==> src/rtl/min_pkg.sv <==
// Shared types and helpers for the first-arrival (temporal min) arbiter.
//   state_t    : arbiter FSM states
//   TIE_*      : tie-resolution modes
//   lowest_set : lowest set bit of a vector as one-hot plus index
package min_pkg;

    // Widest input vector the helper supports; callers zero-extend into it.
    localparam int unsigned MAX_N     = 32;
    localparam int unsigned MAX_IDX_W = 5;

    localparam int unsigned TIE_LOWEST = 0;
    localparam int unsigned TIE_ALL    = 1;

    typedef enum logic [1:0] {
        ARMED  = 2'd0,
        LOCKED = 2'd1,
        DONE   = 2'd2
    } state_t;

    typedef struct packed {
        logic [MAX_N-1:0]     onehot;
        logic [MAX_IDX_W-1:0] idx;
    } lsb_t;

    // Lowest set bit; all-zero input yields onehot=0, idx=0.
    function automatic lsb_t lowest_set(input logic [MAX_N-1:0] v);
        lsb_t             r;
        logic [MAX_N-1:0] probe;
        r.onehot = '0;
        r.idx    = '0;
        for (int unsigned i = 0; i < MAX_N; i++) begin
            probe = MAX_N'(1) << i;
            if ((r.onehot == '0) && ((v & probe) != '0)) begin
                r.onehot = probe;
                r.idx    = MAX_IDX_W'(i);
            end
        end
        return r;
    endfunction

endpackage

==> src/rtl/gamma_timer.sv <==
// Gamma-cycle counter shared by race-logic blocks.
//   aclk, grst_n : clock, async active-low reset
//   gamma_start  : one-cycle strobe forcing the count back to 0
//   gcnt         : current position within the gamma cycle
//   boundary_c   : high when the coming edge puts gcnt at 0 (wrap or strobe)
module gamma_timer
    import min_pkg::*;
#(
    parameter int unsigned GAMMA_CYCLE_WIDTH = 16
) (
    input  logic                                 aclk,
    input  logic                                 grst_n,
    input  logic                                 gamma_start,
    output logic [$clog2(GAMMA_CYCLE_WIDTH)-1:0] gcnt,
    output logic                                 boundary_c
);

    localparam int unsigned GW = $clog2(GAMMA_CYCLE_WIDTH);

    logic [GW-1:0] gcnt_q;
    logic [GW-1:0] gcnt_d;

    // Wrap at the last count, or restart on the strobe.
    always_comb begin
        boundary_c = gamma_start || (gcnt_q == GW'(GAMMA_CYCLE_WIDTH - 1));
        gcnt_d     = boundary_c ? '0 : gcnt_q + GW'(1);
    end

    always_ff @(posedge aclk or negedge grst_n) begin
        if (!grst_n) begin
            gcnt_q <= '0;
        end else begin
            gcnt_q <= gcnt_d;
        end
    end

    assign gcnt = gcnt_q;

endmodule

==> src/rtl/min_n_arb.sv <==
// N-input first-arrival arbiter for pulse-width-encoded race-logic spikes.
// The first rising edge in a gamma cycle wins; its pulse is forwarded on y
// (width preserved, capped at PULSE_WIDTH) and later arrivals are ignored
// until the next gamma boundary.
//   aclk, grst_n : clock, async active-low reset
//   gamma_start  : forces a new gamma cycle
//   in           : spike lines
//   y            : forwarded winner pulse
//   win_valid    : a winner is latched in this gamma cycle
//   win_onehot   : selected channel(s)
//   win_idx      : lowest selected index
//   win_time     : gamma count at which the winner arrived
//   pulse_err    : winner pulse hit the width cap (cleared at boundary)
module min_n_arb
    import min_pkg::*;
#(
    parameter int unsigned N_INPUTS          = 4,
    parameter int unsigned GAMMA_CYCLE_WIDTH = 16,
    parameter int unsigned PULSE_WIDTH       = 8,
    parameter int unsigned TIE_MODE          = 0
) (
    input  logic                                 aclk,
    input  logic                                 grst_n,
    input  logic                                 gamma_start,
    input  logic [N_INPUTS-1:0]                  in,
    output logic                                 y,
    output logic                                 win_valid,
    output logic [N_INPUTS-1:0]                  win_onehot,
    output logic [$clog2(N_INPUTS)-1:0]          win_idx,
    output logic [$clog2(GAMMA_CYCLE_WIDTH)-1:0] win_time,
    output logic                                 pulse_err
);

    localparam int unsigned IDX_W = $clog2(N_INPUTS);
    localparam int unsigned TW    = $clog2(GAMMA_CYCLE_WIDTH);
    localparam int unsigned PW    = $clog2(PULSE_WIDTH + 1);

    logic [TW-1:0]       gcnt;
    logic                boundary_c;

    state_t              state_q,      state_d;
    logic [N_INPUTS-1:0] prev_in_q,    prev_in_d;
    logic [PW-1:0]       plen_q,       plen_d;
    logic                y_q,          y_d;
    logic                win_valid_q,  win_valid_d;
    logic [N_INPUTS-1:0] win_onehot_q, win_onehot_d;
    logic [IDX_W-1:0]    win_idx_q,    win_idx_d;
    logic [TW-1:0]       win_time_q,   win_time_d;
    logic                pulse_err_q,  pulse_err_d;

    state_t              cur_state_c;
    logic [N_INPUTS-1:0] rise_c;
    logic [N_INPUTS-1:0] sel_c;
    lsb_t                lsb_c;
    logic                unused_lsb_c;

    gamma_timer #(
        .GAMMA_CYCLE_WIDTH (GAMMA_CYCLE_WIDTH)
    ) u_gamma_timer (
        .aclk        (aclk),
        .grst_n      (grst_n),
        .gamma_start (gamma_start),
        .gcnt        (gcnt),
        .boundary_c  (boundary_c)
    );

    // Arrival detection and tie resolution.
    always_comb begin
        rise_c = in & ~prev_in_q;
        lsb_c  = lowest_set(MAX_N'(rise_c));
        sel_c  = (TIE_MODE == TIE_ALL) ? rise_c : lsb_c.onehot[N_INPUTS-1:0];
    end

    // Upper helper bits beyond N_INPUTS / IDX_W are intentionally dropped.
    assign unused_lsb_c = ^lsb_c;

    // Next-state and output logic. A boundary re-arms first so that an
    // arrival on the boundary edge is evaluated as a fresh-cycle arrival.
    always_comb begin
        state_d      = state_q;
        prev_in_d    = in;
        plen_d       = plen_q;
        y_d          = y_q;
        win_valid_d  = win_valid_q;
        win_onehot_d = win_onehot_q;
        win_idx_d    = win_idx_q;
        win_time_d   = win_time_q;
        pulse_err_d  = pulse_err_q;
        cur_state_c  = state_q;

        if (boundary_c) begin
            cur_state_c  = ARMED;
            state_d      = ARMED;
            y_d          = 1'b0;
            win_valid_d  = 1'b0;
            win_onehot_d = '0;
            pulse_err_d  = 1'b0;
        end

        case (cur_state_c)
            ARMED: begin
                if (|rise_c) begin
                    win_onehot_d = sel_c;
                    win_idx_d    = IDX_W'(lsb_c.idx);
                    win_time_d   = boundary_c ? '0 : gcnt;
                    win_valid_d  = 1'b1;
                    y_d          = 1'b1;
                    plen_d       = PW'(1);
                    state_d      = LOCKED;
                end
            end
            LOCKED: begin
                if (!(|(in & win_onehot_q))) begin
                    y_d     = 1'b0;
                    state_d = DONE;
                end else if (plen_q == PW'(PULSE_WIDTH)) begin
                    y_d         = 1'b0;
                    pulse_err_d = 1'b1;
                    state_d     = DONE;
                end else begin
                    y_d    = 1'b1;
                    plen_d = plen_q + PW'(1);
                end
            end
            DONE: begin
                y_d = 1'b0;
            end
            default: begin
                y_d     = 1'b0;
                state_d = ARMED;
            end
        endcase
    end

    always_ff @(posedge aclk or negedge grst_n) begin
        if (!grst_n) begin
            state_q      <= ARMED;
            prev_in_q    <= '0;
            plen_q       <= '0;
            y_q          <= 1'b0;
            win_valid_q  <= 1'b0;
            win_onehot_q <= '0;
            win_idx_q    <= '0;
            win_time_q   <= '0;
            pulse_err_q  <= 1'b0;
        end else begin
            state_q      <= state_d;
            prev_in_q    <= prev_in_d;
            plen_q       <= plen_d;
            y_q          <= y_d;
            win_valid_q  <= win_valid_d;
            win_onehot_q <= win_onehot_d;
            win_idx_q    <= win_idx_d;
            win_time_q   <= win_time_d;
            pulse_err_q  <= pulse_err_d;
        end
    end

    assign y          = y_q;
    assign win_valid  = win_valid_q;
    assign win_onehot = win_onehot_q;
    assign win_idx    = win_idx_q;
    assign win_time   = win_time_q;
    assign pulse_err  = pulse_err_q;

endmodule

==> config.mk <==
export PLATFORM = sky130hd
export DESIGN_NAME = min_n_arb
export DESIGN_NICKNAME = d
export VERILOG_FILES = /design/src/rtl/min_pkg.sv /design/src/rtl/gamma_timer.sv /design/src/rtl/min_n_arb.sv
export SDC_FILE = /design/constraint.sdc
export NUM_CORES = 1
export LEC_CHECK = 0
export ABC_CLOCK_PERIOD_IN_PS = 1600
export CAP_MARGIN = 15
export CORE_MARGIN = 2
export CORE_UTILIZATION = 47
export DETAILED_ROUTE_END_ITERATION = 10
export GPL_ROUTABILITY_DRIVEN = 0
export GPL_TIMING_DRIVEN = 0
export HOLD_SLACK_MARGIN = 0.06
export PLACE_DENSITY = 0.77
export SYNTH_ARGS = -nofsm -noshare
export SYNTH_HDL_FRONTEND = slang
export SYNTH_SLANG_ARGS = --single-unit
==> constraint.sdc <==
create_clock -name aclk -period 1.6 [get_ports aclk]
set_input_delay 0.32 -clock aclk [delete_from_list [all_inputs] [get_ports aclk]]
set_output_delay 0.32 -clock aclk [all_outputs]
set_load 0.03 [all_outputs]
Word level (Yosys, flattened, before mapping)
Index checks and enable logic that the tools add are counted.
{"block": "classes", "addsub": 2, "n_eq_ne": 8, "mux": 30, "bitwise_logic": 3, "n_reduce_logical": 13}
{"cell": "32-bit zero test", "n": 3}
{"cell": "4-bit 2-to-1 mux", "n": 8}
{"cell": "1-bit 2-to-1 mux", "n": 11}
{"cell": "9-bit 2-to-1 mux", "n": 1}
{"cell": "4-bit by 1-bit adder with 4-bit output (second input constant)", "n": 2}
{"cell": "4-bit bitwise AND", "n": 2}
{"cell": "4-bit equality test (second input constant)", "n": 2}
{"cell": "2-bit 2-to-1 mux", "n": 4}
{"cell": "8-bit 2-to-1 mux", "n": 1}
{"cell": "4-bit case mux with 2 select lines", "n": 1}
{"cell": "4-bit OR reduction", "n": 2}
{"cell": "7-bit 2-to-1 mux", "n": 1}
{"cell": "6-bit 2-to-1 mux", "n": 1}
{"cell": "2-bit != test (second input constant)", "n": 3}
{"cell": "2-bit case mux with 3 select lines", "n": 1}
{"cell": "4-bit NOT", "n": 1}
{"cell": "4-bit AND reduction", "n": 1}
{"cell": "1-bit logical AND", "n": 3}
{"cell": "3-bit != test (second input constant)", "n": 1}
{"cell": "2-bit by 1-bit equality test with 1-bit output (second input constant)", "n": 1}
{"cell": "2-bit equality test (second input constant)", "n": 1}
{"cell": "2-bit zero test", "n": 1}
{"cell": "1-bit case mux with 2 select lines", "n": 1}
{"cell": "2-bit AND reduction", "n": 1}
{"cell": "other kinds (2)", "n": 2}
{"block": "totals", "regBits": 27, "inputBits": 7, "out_inout_bits": 13, "elab_cells": 66}

Logic depth before layout (Yosys ltp)
{"block": "logic_depth", "word_depth": 14, "mapped_depth": 6, "mapped_depth_nobuf": 6}

By module
A second synthesis with hierarchy kept.
{"block": "hier_totals", "cells_unflattened": 105, "area_unflattened_um2": 1211.2}
{"mod": "min_n_arb", "n_inst": 1, "cells_per_inst": 91, "area_each_um2": 1043.5, "seq_area_each_um2": 575.6}
{"mod": "gamma_timer", "n_inst": 1, "cells_per_inst": 14, "area_each_um2": 167.7, "seq_area_each_um2": 100.1}

Worst setup path before layout
Ideal clock, no wire load.
{"block": "synth_timing", "path_type": "flip-flop to flip-flop", "startpoint": "register u_gamma_timer.gcnt_q[0], in the netlist u_gamma_timer.gcnt[0]", "endpoint": "register win_idx_q[0], in the netlist win_idx[0]", "setup_ns": 0.125, "t_arrival_ns": 1.482, "required_time_ns": 1.475, "setup_slack_ns": -0.007, "path_stages_with_launch": 6, "n_path_buf": 0, "period_less_slack_ns": 1.607, "path_cell_list": "dfrtp_1 -> ha_1 -> a31o_2 -> nor2_4 -> nor2_1 -> mux2_2"}
{"block": "synth_between", "elab_chain_cells": 5}
{"item": "from (decl)", "line_no": "gamma_timer.sv:20", "text": "logic [GW-1:0] gcnt_q;"}
{"item": "from (signal assigned)", "line_no": "gamma_timer.sv:33", "text": "gcnt_q <= gcnt_d;"}
{"item": "4-bit equality test", "line_no": "gamma_timer.sv:25", "text": "boundary_c = gamma_start || (gcnt_q == GW'(GAMMA_CYCLE_WIDTH - 1));"}
{"item": "1-bit logical OR", "line_no": "gamma_timer.sv:25"}
{"item": "2-bit 2-to-1 mux", "line_no": "min_n_arb.sv:91", "text": "if (boundary_c) begin"}
{"item": "2-bit zero test", "line_no": "min_n_arb.sv:100", "text": "case (cur_state_c)"}
{"item": "2-bit AND reduction (no source line)"}
{"item": "to (signal assigned)", "line_no": "min_n_arb.sv:153", "text": "win_idx_q <= win_idx_d;"}
{"item": "to (decl)", "line_no": "min_n_arb.sv:47", "text": "logic [IDX_W-1:0] win_idx_q, win_idx_d;"}
No other way between the ends.
A chain may end at the register's enable or synchronous reset.

Final worst setup path
{"block": "layout_timing", "startpoint": "input port in[3]", "endpoint": "register win_onehot_q[2], in the netlist win_onehot[2]"}
{"block": "layout_between", "elab_chain_cells": 5, "word_cells_on_any_way": 6, "classes_between": "mux (3); bitwise (1); reduce/logical (2)"}
{"item": "from (decl)", "line_no": "min_n_arb.sv:25", "text": "input logic [N_INPUTS-1:0] in,"}
{"item": "4-bit bitwise AND *", "line_no": "min_n_arb.sv:69", "text": "rise_c = in & ~prev_in_q;"}
{"item": "1-bit logical AND", "line_no": "min_pkg.sv:33", "text": "if ((r.onehot == '0) && ((v & probe) != '0)) begin"}
{"item": "9-bit 2-to-1 mux", "line_no": "min_pkg.sv:33"}
{"item": "4-bit 2-to-1 mux *", "line_no": "min_n_arb.sv:102", "text": "if (|rise_c) begin"}
{"item": "4-bit 2-to-1 mux *", "line_no": "min_n_arb.sv:100"}
{"item": "via win_onehot_d[2]", "line_no": "min_n_arb.sv:46", "text": "logic [N_INPUTS-1:0] win_onehot_q, win_onehot_d;"}
{"item": "to (signal assigned)", "line_no": "min_n_arb.sv:152", "text": "win_onehot_q <= win_onehot_d;"}
{"item": "to (decl)", "line_no": "min_n_arb.sv:46"}
The timed path passes the listed nets; every way through them passes the cells marked *.

==> impl_metrics.csv <==
group,metric,value,unit
synthesis,synthTopCellsByArea,"dfrtp_1, o21ai_0, ha_1",
route,drtPass1Iterations,4,
global_routing,grt_pass1_wl,4257,µm
power_and_ir_drop,p_total,1.613,mW
setup_path,path_class,"input pin to register",
final_layout,fin_nets,162,
synthesis,yosysUniqueCellTypes,39,
setup_path,critPathLaunchType,"input pin",
sta,fmax,627.0,MHz
global_routing,grt_max_degree,28,
route,vias_per_cell,5.751,
die,core,0.002522,mm²
final_layout,fin_cells,181,
clock_tree,cts_buffer_depth,2,
setup_path,cp-end-kind,"register",
place,dpl.cell_count,162,
die,dieArea,0.003128,mm²
power_and_ir_drop,pwr-share-comb,0.314,
setup_path,required,1.87,ns
sta,period_share,0.9968,
run,maxCapViolCount,0,
sta,worstMarginPinSlew,0.5873,ns
power_and_ir_drop,p_sw,0.5493,mW
synthesis,netlist_top_cells_count,"dfrtp_1, nand2_1, o21ai_0",
global_routing,grt_overflow,0,
die,rows,18,
final_layout,area_delta_synth_final,33.86,%
power_and_ir_drop,leakage,0.7819,nW
sta,skew,0.007000,ns
place,io_buffers,19,
synthesis,synth_top_area_share,0.5331,
sta,finalSetupViolations,0,
clock_tree,cts.clk_slew.worst_paths,0.15,ns
global_routing,grt_pass1_vias,969,
synthesis,synth_area_per_cell,11.22,µm²
final_layout,nFillCells,207,
place,post-place-ws,-0.4761,ns
synthesis,yosysTopAreaCell,"dfrtp_1",
die,start_util,0.5025,
synthesis,synth-main-ff-cell,"dfrtp_1",
synthesis,syn_nets,123,
power_and_ir_drop,p_clk_frac,0.182,
place,post-dp-hpwl,1828,µm
global_routing,grt_usage,0.1709,
sta,setup_ws,0.005144,ns
final_layout,stdcell_area,0.001697,mm²
clock_tree,cts_buffers,3,
power_and_ir_drop,power.internal,1.063,mW
synthesis,async_reset_ff_frac,1.000,
synthesis,synthCells,113,
synthesis,ys_ff_latch,27,
clock_tree,clkLatencyLatePin,0.32,ns
power_and_ir_drop,pwr_density_cell,950.6,mW/mm²
die,io_pins,20,
route,route.detailed.drc,0,
synthesis,synth_edf_count,0,
sta,rsz0062_at_grt,"true",
route,final_antenna_net_count,0,
outcome,status,"complete, no violations",
synthesis,seq_area_frac_synth,0.5331,
clock_tree,ctsHtreeMaxLevel,1,
die,fp.dieH,55.93,µm
clock_tree,clock_sinks,27,
sta,relSlewSlack,0.6084,
setup_path,cp_max_fo,4,
final_layout,drive_gt1_frac,0.2781,
route,routed_wl,2731,µm
power_and_ir_drop,irDropWorstVdd,0.0009402,V
synthesis,synth_warnings,0,
route,wl_per_cell,15.09,µm
setup_path,cp_data_arrival_time,1.87,ns
sta,hold_viol,0,
sta,period_needed,1.595,ns
synthesis,synth_area,0.001267,mm²
route,dr_total_vias,1041,
power_and_ir_drop,seqPwrFrac,0.504,
power_and_ir_drop,power.share.switching,0.3406,
global_routing,antenna_found_initial,0,
clock_tree,cts_root_buf,"clkbuf_4",
clock_tree,cts_tree,"done",
route,drt_iter0_drc,9,
hold_path,holdCritPathClass,"input pin to register",
die,dieWidth,55.93,µm
synthesis,yosysMostFrequentCell,"dfrtp_1",
final_layout,antenna_cells,0,
sta,slew_viol_final,0,
place,dpl-instance-area,0.001498,mm²
power by group through the flow:
stage                     registers [mW]  clock network, mW  logic [mW]
after floorplan                    0.896                  0       0.208
after global placement             0.821                  0       0.440
after detailed placement           0.825                  0       0.448
after CTS                          0.807              0.311       0.457
after global routing               0.823              0.343       0.549
final                              0.813              0.294       0.506
cell families (layout without fill, tap and decap cells):
logic type / Yosys count / count (layout) / share of synthesized area
adder cells (fa/ha/maj): 3 / 3 / 0.02962
XOR/XNOR: 1 / 1 / 0.006911
buffers and inverters: 6 / 44 / 0.01974
AND/OR/NAND/NOR: 35 / 35 / 0.1737
AO/OA/AOI/OAI: 39 / 39 / 0.2192
flip-flops: 27 / 27 / 0.5331
multiplexers: 2 / 2 / 0.01777
through the flow:
step | hold WS, ns | setup TNS (ns) | util
finish | 0.2822 | 0 | 0.6726
CTS | 0.2701 | 0 | 0.6280
global route | 0.2559 | -0.02786 | 0.6726
detailed placement | 0.4705 | -9.914 | 0.5938
floorplan | 0.02441 | 0 | -
global placement | 0.4657 | -9.596 | 0.5938
worst max-delay path, cell delays in order:
cell,delay (ns)
clkdlybuf4s50_1,0.45
nor2b_2,0.20
or4_4,0.53
a21oi_2,0.21
a32o_1,0.16
final cells by class:
cell class              instances  area, µm²  share of cell area
inverters                       4      15.01            0.008850
repair buffers                 34      281.5              0.1659
plain buffers                   2      16.27            0.009587
flip-flops and latches         27      676.9              0.3990
well taps                      30      37.54             0.02212
clock inverters                 1      7.507            0.004425
multi-input cells              80      639.4              0.3768
clock buffers                   3      22.52             0.01327
placed cells by master, fill, tap and decap left out, drive strengths merged, types with 2 or more instances in the layout:
cell / count
o21ai: 9
dlygate4sd2: 15
nor2b: 6
a31oi: 2
dfrtp: 27
a21o: 3
ha: 3
and2: 2
a32o: 2
mux2: 2
inv: 4
nor2: 8
buf: 17
o221ai: 2
clkbuf: 3
or3: 2
nand3: 3
clkdlybuf4s50: 3
nand2: 8
a21oi: 8
a22oi: 3
final timing paths:
path	from	endpoint	slack (ns)	cells past startpoint
max	in[3]	win_onehot[2]	0.005	5
max reg2reg	u_gamma_timer.gcnt[0]	plen_q[0]	0.05	6
max in group asynchronous	grst_n	plen_q[0]	0.68	2
min reg2reg	win_valid	win_valid	0.50	2
min in group asynchronous	grst_n	pulse_err	0.51	2
min	in[0]	prev_in_q[0]	0.28	1
repair_timing:
| action | in CTS | in global routing |
|---|---|---|
| pin swaps | 1 | 4 |
| cloned | 0 | 0 |
| setup buffers | 4 | 10 |
| hold endpoints to repair | 0 | 27 |
| endpoints found under the setup margin | 30 | 16 |
| resized for setup | 25 | 7 |
| hold buffers | 0 | 1 |
state kept, by name (all words and copies together), names as in the netlist:
signal,flops
plen_q,4
prev_in_q,4
pulse_err,1
state_q,2
u_gamma_timer.gcnt,4
win_idx,2
win_onehot,4
win_time,4
win_valid,1
y,1
metal layers:
layer,vias up,track usage,part of all wire
li1,499,-,-
met1,516,0.2145,0.43
met2,24,0.2857,0.52
met3,2,0.05814,0.044
met4,0,0.04082,0.0037
met5,-,0,0
No activity file was read; power rests on OpenSTA's default activity.
